[src/rtl/multicycle_cu_if.sv]
// Control bus between the multicycle control unit (master) and the datapath/memory side (slave).
// Carries the instruction word, memory handshake, all datapath strobes and status flags.
interface multicycle_cu_if #(
  parameter int unsigned CNT_W = 32
) ();
  localparam int unsigned INSTR_W = 32;

  logic [INSTR_W-1:0] instr;
  logic               mem_ready;
  logic               branch_taken;
  logic               imem_req;
  logic               ir_we;
  logic               dmem_req;
  logic               dmem_we;
  logic               pc_we;
  logic [1:0]         pc_src;
  logic               reg_we;
  logic               alu_src;
  logic [3:0]         alu_op;
  logic [1:0]         wb_sel;
  logic [2:0]         state;
  logic [CNT_W-1:0]   instret;
  logic               illegal;
  logic               timeout;
  logic               halt;

  modport master (
    input  instr, mem_ready, branch_taken,
    output imem_req, ir_we, dmem_req, dmem_we, pc_we, pc_src, reg_we,
           alu_src, alu_op, wb_sel, state, instret, illegal, timeout, halt
  );

  modport slave (
    output instr, mem_ready, branch_taken,
    input  imem_req, ir_we, dmem_req, dmem_we, pc_we, pc_src, reg_we,
           alu_src, alu_op, wb_sel, state, instret, illegal, timeout, halt
  );
endinterface

[src/rtl/multicycle_cu.sv]
// Multicycle control unit: sequences FETCH/DECODE/EXEC/MEM/WB, drives datapath strobes,
// counts retired instructions and traps on illegal opcodes or a memory watchdog expiry.
module multicycle_cu #(
  parameter int unsigned CNT_W     = 32,
  parameter int unsigned TIMEOUT_W = 8,
  parameter int unsigned TIMEOUT   = 200
) (
  input logic            clk,
  input logic            reset,
  multicycle_cu_if.master bus
);

  localparam logic [6:0] OP_R      = 7'b0110011;
  localparam logic [6:0] OP_I      = 7'b0010011;
  localparam logic [6:0] OP_LOAD   = 7'b0000011;
  localparam logic [6:0] OP_STORE  = 7'b0100011;
  localparam logic [6:0] OP_BRANCH = 7'b1100011;
  localparam logic [6:0] OP_JAL    = 7'b1101111;
  localparam logic [6:0] OP_JALR   = 7'b1100111;
  localparam logic [6:0] OP_LUI    = 7'b0110111;
  localparam logic [6:0] OP_SYSTEM = 7'b1110011;

  localparam logic [3:0] ALU_ADD   = 4'd0;
  localparam logic [3:0] ALU_SUB   = 4'd1;
  localparam logic [3:0] ALU_AND   = 4'd2;
  localparam logic [3:0] ALU_OR    = 4'd3;
  localparam logic [3:0] ALU_XOR   = 4'd4;
  localparam logic [3:0] ALU_SLT   = 4'd5;
  localparam logic [3:0] ALU_SLTU  = 4'd6;
  localparam logic [3:0] ALU_SLL   = 4'd7;
  localparam logic [3:0] ALU_SRL   = 4'd8;
  localparam logic [3:0] ALU_SRA   = 4'd9;
  localparam logic [3:0] ALU_PASSB = 4'd10;

  localparam logic [TIMEOUT_W-1:0] WD_LAST = TIMEOUT_W'(TIMEOUT - 1);

  typedef enum logic [2:0] {
    S_FETCH  = 3'd0,
    S_DECODE = 3'd1,
    S_EXEC   = 3'd2,
    S_MEM    = 3'd3,
    S_WB     = 3'd4,
    S_HALT   = 3'd5,
    S_TRAP   = 3'd6
  } state_e;

  state_e               state_q, state_d;
  logic [TIMEOUT_W-1:0] wdog_q, wdog_d;
  logic [CNT_W-1:0]     instret_q, instret_d;
  logic                 illegal_q, illegal_d;
  logic                 timeout_q, timeout_d;

  logic       imem_req_c, ir_we_c, dmem_req_c, dmem_we_c, pc_we_c, reg_we_c, alu_src_c;
  logic [1:0] pc_src_c, wb_sel_c;
  logic [3:0] alu_op_c;
  logic       retire_c, set_illegal_c, set_timeout_c;

  logic [6:0] opcode;
  logic [2:0] funct3;
  logic       alt, rd_nz, wd_last;
  logic       is_r, is_i, is_ld, is_st, is_br, is_jal, is_jalr, is_lui, is_sys, is_legal;
  logic       unused_instr_bits;

  assign opcode  = bus.instr[6:0];
  assign funct3  = bus.instr[14:12];
  assign alt     = bus.instr[30];
  assign rd_nz   = (bus.instr[11:7] != 5'd0);
  assign wd_last = (wdog_q == WD_LAST) && !bus.mem_ready;
  assign unused_instr_bits = ^{bus.instr[31], bus.instr[29:15]};

  assign is_r     = (opcode == OP_R);
  assign is_i     = (opcode == OP_I);
  assign is_ld    = (opcode == OP_LOAD);
  assign is_st    = (opcode == OP_STORE);
  assign is_br    = (opcode == OP_BRANCH);
  assign is_jal   = (opcode == OP_JAL);
  assign is_jalr  = (opcode == OP_JALR);
  assign is_lui   = (opcode == OP_LUI);
  assign is_sys   = (opcode == OP_SYSTEM);
  assign is_legal = is_r | is_i | is_ld | is_st | is_br | is_jal | is_jalr | is_lui | is_sys;

  // instr[30] picks SUB only for R-type; it always picks SRA over SRL.
  function automatic logic [3:0] f3_to_alu(input logic [2:0] f3, input logic sel, input logic r_type);
    logic [3:0] op;
    case (f3)
      3'd0:    op = (sel && r_type) ? ALU_SUB : ALU_ADD;
      3'd1:    op = ALU_SLL;
      3'd2:    op = ALU_SLT;
      3'd3:    op = ALU_SLTU;
      3'd4:    op = ALU_XOR;
      3'd5:    op = sel ? ALU_SRA : ALU_SRL;
      3'd6:    op = ALU_OR;
      default: op = ALU_AND;
    endcase
    return op;
  endfunction

  // Next-state and strobe decode.
  always_comb begin
    state_d       = state_q;
    imem_req_c    = 1'b0;
    ir_we_c       = 1'b0;
    dmem_req_c    = 1'b0;
    dmem_we_c     = 1'b0;
    pc_we_c       = 1'b0;
    pc_src_c      = 2'b00;
    reg_we_c      = 1'b0;
    alu_src_c     = 1'b0;
    alu_op_c      = ALU_ADD;
    wb_sel_c      = 2'b00;
    retire_c      = 1'b0;
    set_illegal_c = 1'b0;
    set_timeout_c = 1'b0;

    case (state_q)
      S_FETCH: begin
        imem_req_c = 1'b1;
        if (bus.mem_ready) begin
          ir_we_c = 1'b1;
          state_d = S_DECODE;
        end else if (wd_last) begin
          state_d       = S_TRAP;
          set_timeout_c = 1'b1;
        end
      end
      S_DECODE: begin
        if (!is_legal) begin
          state_d       = S_TRAP;
          set_illegal_c = 1'b1;
        end else if (is_sys) begin
          state_d = S_HALT;
        end else begin
          state_d = S_EXEC;
        end
      end
      S_EXEC: begin
        alu_src_c = is_i | is_ld | is_st | is_jalr | is_lui;
        if (is_r || is_i) alu_op_c = f3_to_alu(funct3, alt, is_r);
        else if (is_br)   alu_op_c = ALU_SUB;
        else if (is_lui)  alu_op_c = ALU_PASSB;
        else              alu_op_c = ALU_ADD;

        if (is_br) begin
          pc_we_c  = 1'b1;
          pc_src_c = bus.branch_taken ? 2'b01 : 2'b00;
          retire_c = 1'b1;
          state_d  = S_FETCH;
        end else if (is_ld || is_st) begin
          state_d = S_MEM;
        end else begin
          state_d = S_WB;
        end
      end
      S_MEM: begin
        dmem_req_c = 1'b1;
        dmem_we_c  = is_st;
        if (bus.mem_ready) begin
          if (is_st) begin
            pc_we_c  = 1'b1;
            retire_c = 1'b1;
            state_d  = S_FETCH;
          end else begin
            state_d = S_WB;
          end
        end else if (wd_last) begin
          state_d       = S_TRAP;
          set_timeout_c = 1'b1;
        end
      end
      S_WB: begin
        reg_we_c = rd_nz;
        wb_sel_c = is_ld ? 2'b01 : ((is_jal || is_jalr) ? 2'b10 : 2'b00);
        pc_we_c  = 1'b1;
        pc_src_c = is_jal ? 2'b01 : (is_jalr ? 2'b10 : 2'b00);
        retire_c = 1'b1;
        state_d  = S_FETCH;
      end
      default: ;
    endcase
  end

  // Watchdog counts only while stalled in the same FETCH/MEM visit; anything else clears it.
  always_comb begin
    wdog_d = '0;
    if ((state_q == S_FETCH || state_q == S_MEM) && !bus.mem_ready && state_d == state_q)
      wdog_d = wdog_q + TIMEOUT_W'(1);
  end

  assign instret_d = retire_c ? instret_q + CNT_W'(1) : instret_q;
  assign illegal_d = illegal_q | set_illegal_c;
  assign timeout_d = timeout_q | set_timeout_c;

  always_ff @(posedge clk or negedge reset) begin
    if (!reset) begin
      state_q   <= S_FETCH;
      wdog_q    <= '0;
      instret_q <= '0;
      illegal_q <= 1'b0;
      timeout_q <= 1'b0;
    end else begin
      state_q   <= state_d;
      wdog_q    <= wdog_d;
      instret_q <= instret_d;
      illegal_q <= illegal_d;
      timeout_q <= timeout_d;
    end
  end

  assign bus.imem_req = imem_req_c;
  assign bus.ir_we    = ir_we_c;
  assign bus.dmem_req = dmem_req_c;
  assign bus.dmem_we  = dmem_we_c;
  assign bus.pc_we    = pc_we_c;
  assign bus.pc_src   = pc_src_c;
  assign bus.reg_we   = reg_we_c;
  assign bus.alu_src  = alu_src_c;
  assign bus.alu_op   = alu_op_c;
  assign bus.wb_sel   = wb_sel_c;
  assign bus.state    = state_q;
  assign bus.instret  = instret_q;
  assign bus.illegal  = illegal_q;
  assign bus.timeout  = timeout_q;
  assign bus.halt     = (state_q == S_HALT);

endmodule

[src/flat_wrapper.sv]
// flat-port wrapper written by rule: the top's interface ports become plain ports
module multicycle_cu_flat 
#(
  parameter int unsigned CNT_W     = 32,
  parameter int unsigned TIMEOUT_W = 8,
  parameter int unsigned TIMEOUT   = 200
)
  (clk, reset, bus_instr, bus_mem_ready, bus_branch_taken, bus_imem_req, bus_ir_we, bus_dmem_req, bus_dmem_we, bus_pc_we, bus_pc_src, bus_reg_we, bus_alu_src, bus_alu_op, bus_wb_sel, bus_state, bus_instret, bus_illegal, bus_timeout, bus_halt);
  multicycle_cu_if #(.CNT_W(CNT_W)) bus_i ();
  input logic clk;
  input logic reset;
  input wire logic [$bits(bus_i.instr)-1:0] bus_instr;
  input wire logic [$bits(bus_i.mem_ready)-1:0] bus_mem_ready;
  input wire logic [$bits(bus_i.branch_taken)-1:0] bus_branch_taken;
  output wire logic [$bits(bus_i.imem_req)-1:0] bus_imem_req;
  output wire logic [$bits(bus_i.ir_we)-1:0] bus_ir_we;
  output wire logic [$bits(bus_i.dmem_req)-1:0] bus_dmem_req;
  output wire logic [$bits(bus_i.dmem_we)-1:0] bus_dmem_we;
  output wire logic [$bits(bus_i.pc_we)-1:0] bus_pc_we;
  output wire logic [$bits(bus_i.pc_src)-1:0] bus_pc_src;
  output wire logic [$bits(bus_i.reg_we)-1:0] bus_reg_we;
  output wire logic [$bits(bus_i.alu_src)-1:0] bus_alu_src;
  output wire logic [$bits(bus_i.alu_op)-1:0] bus_alu_op;
  output wire logic [$bits(bus_i.wb_sel)-1:0] bus_wb_sel;
  output wire logic [$bits(bus_i.state)-1:0] bus_state;
  output wire logic [$bits(bus_i.instret)-1:0] bus_instret;
  output wire logic [$bits(bus_i.illegal)-1:0] bus_illegal;
  output wire logic [$bits(bus_i.timeout)-1:0] bus_timeout;
  output wire logic [$bits(bus_i.halt)-1:0] bus_halt;
  assign bus_i.instr = bus_instr;
  assign bus_i.mem_ready = bus_mem_ready;
  assign bus_i.branch_taken = bus_branch_taken;
  assign bus_imem_req = bus_i.imem_req;
  assign bus_ir_we = bus_i.ir_we;
  assign bus_dmem_req = bus_i.dmem_req;
  assign bus_dmem_we = bus_i.dmem_we;
  assign bus_pc_we = bus_i.pc_we;
  assign bus_pc_src = bus_i.pc_src;
  assign bus_reg_we = bus_i.reg_we;
  assign bus_alu_src = bus_i.alu_src;
  assign bus_alu_op = bus_i.alu_op;
  assign bus_wb_sel = bus_i.wb_sel;
  assign bus_state = bus_i.state;
  assign bus_instret = bus_i.instret;
  assign bus_illegal = bus_i.illegal;
  assign bus_timeout = bus_i.timeout;
  assign bus_halt = bus_i.halt;
  multicycle_cu #(.CNT_W(CNT_W), .TIMEOUT_W(TIMEOUT_W), .TIMEOUT(TIMEOUT)) u_core (.clk(clk), .reset(reset), .bus(bus_i));
endmodule
[config.mk]
export PLATFORM = sky130hd
export DESIGN_NAME = multicycle_cu_flat
export DESIGN_NICKNAME = d
export VERILOG_FILES = /design/src/rtl/multicycle_cu_if.sv /design/src/rtl/multicycle_cu.sv /design/src/flat_wrapper.sv
export SDC_FILE = /design/constraint.sdc
export NUM_CORES = 1
export LEC_CHECK = 0
export ABC_AREA = 1
export BUFFER_PORTS_ARGS = -buffer_cell sky130_fd_sc_hd__buf_2
export CAP_MARGIN = 20
export CORE_UTILIZATION = 35
export CTS_CLUSTER_DIAMETER = 30
export DETAILED_ROUTE_END_ITERATION = 16
export HOLD_SLACK_MARGIN = 0.1
export MAX_ROUTING_LAYER = met4
export PLACE_DENSITY = 0.56
export SYNTH_ARGS = -nofsm -noshare
export SYNTH_HDL_FRONTEND = slang
export SYNTH_SLANG_ARGS = --single-unit
export TNS_END_PERCENT = 50
[constraint.sdc]
create_clock -name clk -period 2.9 [get_ports clk]
set_input_delay 0.58 -clock clk [delete_from_list [all_inputs] [get_ports clk]]
set_output_delay 0.58 -clock clk [all_outputs]
set_load 0.01 [all_outputs]
==> results of run 1 <==
sequential cells by signal, summed over array words and instances (netlist names):
name,cells
u_core.bus.state,3
u_core.wdog_q,8
u_core.bus.instret,32
u_core.bus.timeout,1
u_core.bus.illegal,1
cells in the final DEF (no fill, tap or decap), drive strengths merged, types with 9 or more instances in the layout:
| master | n |
|---|---|
| nand2 | 171 |
| nor2 | 75 |
| buf | 75 |
| inv | 57 |
| dfrtp | 45 |
| nand3 | 27 |
| o21ai | 23 |
| nor3 | 13 |
| xor2 | 12 |
| xnor2 | 9 |
power groups by stage:
| stage | registers (mW) | logic (mW) | clock network (mW) |
|---|---|---|---|
| after floorplan | 0.646 | 0.0194 | 0 |
| final | 0.633 | 0.0571 | 0.382 |
| after detailed placement | 0.645 | 0.0583 | 0 |
| after CTS | 0.633 | 0.0586 | 0.398 |
| after global routing | 0.633 | 0.0653 | 0.426 |
| after global placement | 0.645 | 0.0574 | 0 |
kinds of logic after synthesis:
group,after synthesis
AOI/OAI and AO/OA,32
xor gates and xnor gates,21
adders and majority gates,2
buffers and inverters,62
DFF,45
and+or+nand+nor,301
Yosys cell counts (5+ instances only):
| cell type | count |
|---|---|
| nor3_1 | 11 |
| nand4_1 | 5 |
| nor2_1 | 72 |
| inv_2 | 5 |
| nand3b_1 | 6 |
| nand3_1 | 26 |
| nand2_1 | 170 |
| o21ai_0 | 23 |
| xor2_1 | 12 |
| xnor2_1 | 9 |
| inv_1 | 52 |
| dfrtp_1 | 45 |
final timing paths:
check                                       from                      to  depth (start not counted)
setup / recovery                    bus_instr[3]           bus_alu_op[3]                         11
hold / removal                             reset        u_core.wdog_q[3]                          1
setup reg to reg           u_core.bus.instret[0]  u_core.bus.instret[26]                         10
hold reg to reg                 u_core.wdog_q[0]        u_core.wdog_q[0]                          1
max in group asynchronous                  reset  u_core.bus.instret[19]                          2
min in group clk                u_core.wdog_q[0]        u_core.wdog_q[0]                          1
per-layer routing:
| layer | wire (um) | vias up | part of all wire, % |
|---|---|---|---|
| met5 | 0 | - | 0 |
| met1 | 3960 | 1397 | 51 |
| li1 | - | 1604 | - |
| met4 | 73 | 0 | 0.94 |
| met2 | 3380 | 75 | 43 |
| met3 | 397 | 6 | 5.1 |
metrics by stage:
stage,std cells,power [mW],cell area (um2)
finish,646,1.07,3590
global route,646,1.12,3590
CTS,646,1.09,3590
detailed placement,638,0.703,3500
global placement,638,0.702,3500
floorplan,463,0.665,3030
worst max-delay path: cells and delay by family:
family                 cells  cell delay (ns)
AND/OR/NAND/NOR            4             0.59
buffers and inverters      5             0.49
AO/OA/AOI/OAI              2             0.20
cell type report:
class | count | area (um2)
fill | 927 | 4710
multi-input combinational | 356 | 1650
timing repair buffer | 75 | 383
inverter | 57 | 214
clock buffer | 6 | 72.6
clock inverter | 2 | 10.0
tap | 105 | 131
sequential | 45 | 1130
==> results list, run 1 <==
- Outcome: completed
- Top area cells in the synthesized netlist: dfrtp_1 37%, nand2_1 21%, nor2_1 8.9%
- Sequential share of power: 59.0%
* Die width: 95.1 um
- Summing the areas of all fa, ha and maj instances in the mapped netlist gives 0.825% of the synthesized area.
- For met1 alone, demand over resource in global routing was 25.4%.
- When the netlist entered floorplanning its net count stood at 501.
- Post-cts sizing count: 0
* Gr ovfl total: 0
- In this run the number of H-tree levels came out at 2.
* Slew Limit Fails: 0
- The critical path is of the input port to primary output type.
- Setup repair after global routing left no endpoint under its margin.
- Post-layout minimum cycle time: 2.46 ns
- 0 antenna diodes ended up in the layout.
- Net switching power figure: 0.256 mW
- Setup Buffers After CTS: 0
* Data required time of the worst path: 2.32 ns
- Once detailed placement completed, the half-perimeter wirelength came to 6220 um.
- The slowest stage of the critical path is the nor3_2 cell.
- Dominant combinational cell family by area after synthesis: simple AND/OR/NAND/NOR gates
- Among all flip-flop cells after synthesis, the most frequent one is dfrtp_1.
- Along the worst path, the maximum fanout reaches 8.
- Worst Setup End Kind: primary output
- Slowest Stage Delay on Critical Path: 0.23 ns
- Summing the areas of all compound-gate instances in the mapped netlist gives 5.70% of the synthesized area.
- Internal power comes to 0.816 mW.
- Top achievable clock speed: 407 MHz
* Share of the clock period used by the worst path: 84.8%
- Once the floorplan was initialized, standard cells occupied 36.5% of the core.
* Register bit count reported by yosys: 45
- Reported leakage power: 1.80 nW
* Final clock skew: 0.0106 ns
- Worst path cell trace: buf_2 > inv_1 > nand2_1 > nor2_4 > inv_1 > nor3_2 > nand2_1 > o21ai_0 > inv_1 > a21oi_1 > buf_2
- Net switching is 23.9% of the power.
- Highest ir drop seen on vdd: 0.197 mV
* Final Util: 43.2%
* Via count of the first global-routing pass: 2,729
- The Yosys step of the flow raised 0 warnings.
* Accumulated negative setup slack: 0 ns
* Number of remaining DRC errors: 0
- After the last flow step, the layout net total stands at 578.
* Relative slew slack: 61.6%
* Number of enable flip-flop cells after synthesis: 0
- The first TritonRoute pass finished after 4 iterations.
- Final hold analysis gives a worst-case slack of 0.173 ns.
* Combinational Power Share: 5.3%
- Met2 Track Usage GR: 27.9%
* Area fraction in and, or, nand and nor cells after synthesis: 41.8%
- Area grow syn2layout: 18.3%
- Number of antenna violations at the first check in global routing: 0
- Post-CTS clock slew at the launch and capture registers of the worst setup and hold paths: 0.09 ns
- Hold buffer count at cts: 0
* Vias per cell: 4.77
- Distinct cell type count after synthesis: 30
- Global routing used 18.4% of the available tracks.
- Once detail routing completed, the nets flagged for antenna violations numbered 0.
* Iter 0 DRT Violations: 147
- In this run the deepest clock path goes through 2 buffers.
* Worst-skew pair later-pin latency: 0.30 ns
- In this run the worst hold path is classified as input port to asynchronous set/reset pin.
- From bottom edge to top edge, the die measures 95.1 um.
- met2 is the most crowded layer.
- The congestion estimate from routability-driven global placement came to 0.948.
* Root buf cell: clkbuf_8
* Pin slew with the least headroom to its limit: 0.572 ns
- During placement, the flow inserted port buffers numbering 72.
- After Yosys synthesis, XOR and XNOR cells account for 6.07% of the synthesized area.
- Arrival time reported for the critical path endpoint: 1.88 ns
- Proportion of synthesized area in mux cells: 0%
- Area share of the leading cell type in the synthesized netlist: 37.1%
- Cells with a size suffix above 1 make up 17.6% of the layout.
- Total vias in the final route: 3,082
- In this run the register-to-register setup slack is 1.01 ns.
- Number of violations of the max-capacitance limit: 0
* Synthesized area: 3030 um2
- The synthesized design spends more area on one cell type than any other, namely dfrtp_1.
- In this run the power density over the cells is 299 nW/um2.
* Post-route worst setup slack: 0.442 ns
* Share of async-settable or async-resettable flops after synthesis: 100%
- During I/O placement, the number of pins put on the boundary was 89.
- The cell that appears most often on the critical path is inv_1.
- TritonCTS built the clock tree.
- Met3 global-route usage: 2.87%
- Clock buffers created by TritonCTS: 5
- The first global-routing pass estimated 12,600 um of wire.
- For this block, the routed nets add up to 7810 um of wire.
- Category of the worst setup path launch point: input port
- Share of total power in the clock network: 35.6%
* Final setup violation count: 0
- Placeable core area: 8300 um2
- Sequential fraction of the synthesis area: 37.1%
- Syn Inst Count: 463
- Maximum number of pins on one net before global-route repair: 32
* Core Rows: 33
- The floorplan step defined a die boundary enclosing 9040 um2.
- Number of failing hold endpoints at the final stage: 0
- Setup slack after placement: 0.423 ns
- After detailed routing, the average wire length per cell comes to 12.1 um.
* Total clock sinks: 45
- A synthesized cell averages 6.55 um2.
Power figures use the tool's default switching activity.
==> inputs of run 2 (changes only) <==
==> constraint.sdc (replaced) <==
create_clock -name clk -period 2.4 [get_ports clk]
set_input_delay 0.48 -clock clk [delete_from_list [all_inputs] [get_ports clk]]
set_output_delay 0.48 -clock clk [all_outputs]
set_load 0.01 [all_outputs]
==> run 2 against run 1 <==
- worst setup slack got worse by 0.28 ns
- highest routed layer unchanged
- critical endpoint is now bus_pc_we
- flip-flop and latch count stayed put
- sequential power is 21% higher
- hold slack improved by 0.29 ns
- critical path type is now register to primary output
- die area stayed put
- clock-buffer cell count fell by 1
- via count shrank 0.29%
- register-to-register slack got worse by 0.45 ns
==> results list, run 2 (synthesis results as in run 1) <==
* Category of the worst setup path launch point: register (was input port)
- Relative slew slack: 60.9% (was 61.6%)
- Post-CTS clock slew at the launch and capture registers of the worst setup and hold paths: 0.09 ns (about the same)
- The critical path endpoint category is a primary output (unchanged).
* Final clock skew: 0.00642 ns (was 0.0106 ns)
- The sequential share of power came to 53.4% (was 59.0%).
* Total clock sinks: 45 (unchanged)
- The number of global-route vias before repair was 2,871 (was 2,729).
- Top achievable clock speed: 447 MHz
* Arrival time reported for the critical path endpoint: 1.76 ns (was 1.88 ns)
- Number of antenna violations at the first check in global routing: 0 (unchanged)
- Endpoint of the lowest-slack register-to-register path: u_core.bus.instret[23] (was u_core.bus.instret[26])
* P_int: 1.10 mW (was 0.816 mW)
- The critical path required time was 1.92 ns (was 2.32 ns).
- RSZ-0062 raised after global routing: no (unchanged).
- The I/O pin total is 89 (unchanged).
- The clock network latency to the later pin of the worst-skew pair was 0.30 ns (about the same).
* Layout cell share with drive strength beyond 1: 18.5% (was 17.6%)
- The number of buffers between clock root and the deepest sink came to 2 (unchanged).
- The via count of the routed design was 3,073 (was 3,082).
- The launching instance or port of the critical path was u_core.bus.state[2] (was bus_instr[3]).
* Net switching power figure: 0.334 mW (was 0.256 mW)
* Crit Path Max Fanout: 13 (was 8)
* Hold-critical path depth: 1
- Setup slack, reg-to-reg: 0.56 ns (was 1.01 ns)
- Core Rows: 33 (unchanged)
- The number of port buffers came to 72 (unchanged).
- The pin count of the biggest net entering global routing was 18 (was 32).
* Total number of H-tree levels: 2 (unchanged)
- Outcome: completed (unchanged)
- Leading cell type in the layout, fill and taps excluded: nand2_1 (unchanged)
- The sum of routed wire length over all layers is 8070 um (was 7810 um).
* Combinational Power Share: 5.0% (was 5.3%)
* Number of diodes: 0 (unchanged)
- Final Wtd Congestion: 0.958 (was 0.948)
* Worst reg2reg startpoint: u_core.bus.state[2] (was u_core.bus.instret[0])
* Max reg flops: 32 (unchanged)
- Share of total power in the clock network: 41.6% (was 35.6%)
* Number of violations of the max-capacitance limit: 0 (unchanged)
- Worst path cell trace: inv_2 > nand3_1 > inv_1 > nand4_1 > nand2_4 > buf_2 (was buf_2 > inv_1 > nand2_1 > nor2_4 > inv_1 > nor3_2 > nand2_1 > o21ai_0 > inv_1 > a21oi_1 > buf_2)
* Root buf cell: clkbuf_8 (unchanged)
- The horizontal die dimension was 95.1 um (unchanged).
* Share of the clock period used by the worst path: 93.2%
- The detailed router's first-iteration violation count is 149 (was 147).
* Worst hold path startpoint: u_core.wdog_q[0]
* Highest ir drop seen on vdd: 0.260 mV (was 0.197 mV)
- Path category of the worst min-delay check: register to register (was input port to asynchronous set/reset pin)
- Clock tree from TritonCTS: yes (unchanged)
- Drt wl/cell: 12.4 um (was 12.1 um)
- The clock buffer count from CTS is 5 (unchanged).
* Commonest cells after routing, fill and taps aside: 170 x nand2_1, 72 x buf_2, 71 x nor2_1 (was 170 x nand2_1, 72 x nor2_1, 72 x buf_2)
- The overall die height is 95.1 um (unchanged).
* Number of cell instances on the worst register-to-register path: 9 (was 10)
* First drt pass iteration count: 4 (unchanged)
* Pin slew with the least headroom to its limit: 0.581 ns (was 0.572 ns)
* Vias per cell: 4.72 (was 4.77)
* Capture endpoint of the worst hold path: u_core.wdog_q[0]
- Total Routing Usage GR: 19.5% (was 18.4%)
- The proportion of total power due to net switching was 23.3% (was 23.9%).
* Starting utilization of the core area: 36.5% (unchanged)
- The number of design rule violations left after detail routing was 0 (unchanged).
- The type of the setup path with the least slack is register to primary output (was input port to primary output).
* Gr ovfl total: 0 (unchanged)
* Post-layout minimum cycle time: 2.24 ns
- Number of antenna-violating nets in the routed design: 0 (unchanged)
- Power density of the placed cells: 391 nW/um2 (was 299 nW/um2)
- Number of failing hold endpoints at the final stage: 0 (unchanged)
- Final layout net count: 583 (was 578)
- The final setup violation count came to 0 (unchanged).
- Placeable core area: 8300 um2 (unchanged)
* Die Area: 9040 um2 (unchanged)
- Accumulated negative setup slack: 0 ns (unchanged)
- Slew Limit Fails: 0 (unchanged)
- The library cell contributing the largest single delay on the critical path is dfrtp_1 (was nor3_2).
- Area grow syn2layout: 20.8% (was 18.3%)
- Detailed placer's ending HPWL: 6460 um (was 6220 um)
* Final Util: 44.1% (was 43.2%)
- Number of inserted filler cells in the final layout: 921 (was 927)
* Reported leakage power: 1.83 nW (was 1.80 nW)
* Worst hold slack after final layout: 0.466 ns (was 0.173 ns)
- The largest stage delay on the critical path was 0.48 ns (was 0.23 ns).
* First-pass GRT wire length: 13,300 um (was 12,600 um)
-- run 2: final cells by class --
class / instances / area (um2) / share of cell area (%)
clock inverter: 3 / 46.3 / 1.26
inverter: 57 / 214 / 5.84
timing repair buffer: 80 / 423 / 11.6
clock buffer: 5 / 68.8 / 1.88
sequential: 45 / 1130 / 30.8
multi-input combinational: 356 / 1650 / 45.1
tap: 105 / 131 / 3.59
-- run 2: critical path: cells and delay by family (launching register included) --
family,cells,cell delay [ns]
and+or+nand+nor,3,0.51
DFF,1,0.48
buffers and inverters,3,0.45
-- run 2: repair_timing --
action	CTS	global route
endpoints found under the hold margin	15	0
hold buffers	1	0
setup buffers	0	0
resized for setup	0	1
setup endpoints to repair	0	1
-- run 2: through the flow --
step / std cells / total power, mW / setup WS (ns) / cell area (um2)
3_3_place_gp: 642 / 0.851 / 0.262 / 3530
6_report: 651 / 1.43 / 0.163 / 3660
5_1_grt: 651 / 1.49 / 0.0344 / 3660
2_1_floorplan: 463 / 0.804 / 0.476 / 3030
3_5_place_dp: 642 / 0.851 / 0.233 / 3530
4_1_cts: 651 / 1.46 / 0.151 / 3660
-- run 2: power by group through the flow --
stage          logic [mW]  clock network [mW]  registers, mW
4_1_cts            0.0737               0.624          0.764
3_5_place_dp       0.0720                   0          0.779
3_3_place_gp       0.0713                   0          0.779
5_1_grt            0.0821               0.643          0.765
6_report           0.0722               0.595          0.764
2_1_floorplan      0.0234                   0          0.780
-- run 2: metal layers --
| layer | vias up | global-route usage (%) | wire length, um |
|---|---|---|---|
| met5 | - | - | 0 |
| met4 | 0 | 5.56 | 118 |
| met3 | 9 | 2.79 | 383 |
| met2 | 89 | 30.7 | 3540 |
| met1 | 1371 | 26.0 | 4030 |
| li1 | 1604 | - | - |
-- run 2: how the worst max path moves through the flow --
stage               endpoint  slack [ns]  depth (start not counted)
5_1_grt            bus_pc_we        0.03                          6
3_3_place_gp   bus_alu_op[1]        0.26                         11
3_5_place_dp   bus_alu_op[1]        0.23                         11
2_1_floorplan  bus_alu_op[1]        0.48                          9
6_report           bus_pc_we        0.16                          6
4_1_cts            bus_pc_we        0.15                          6
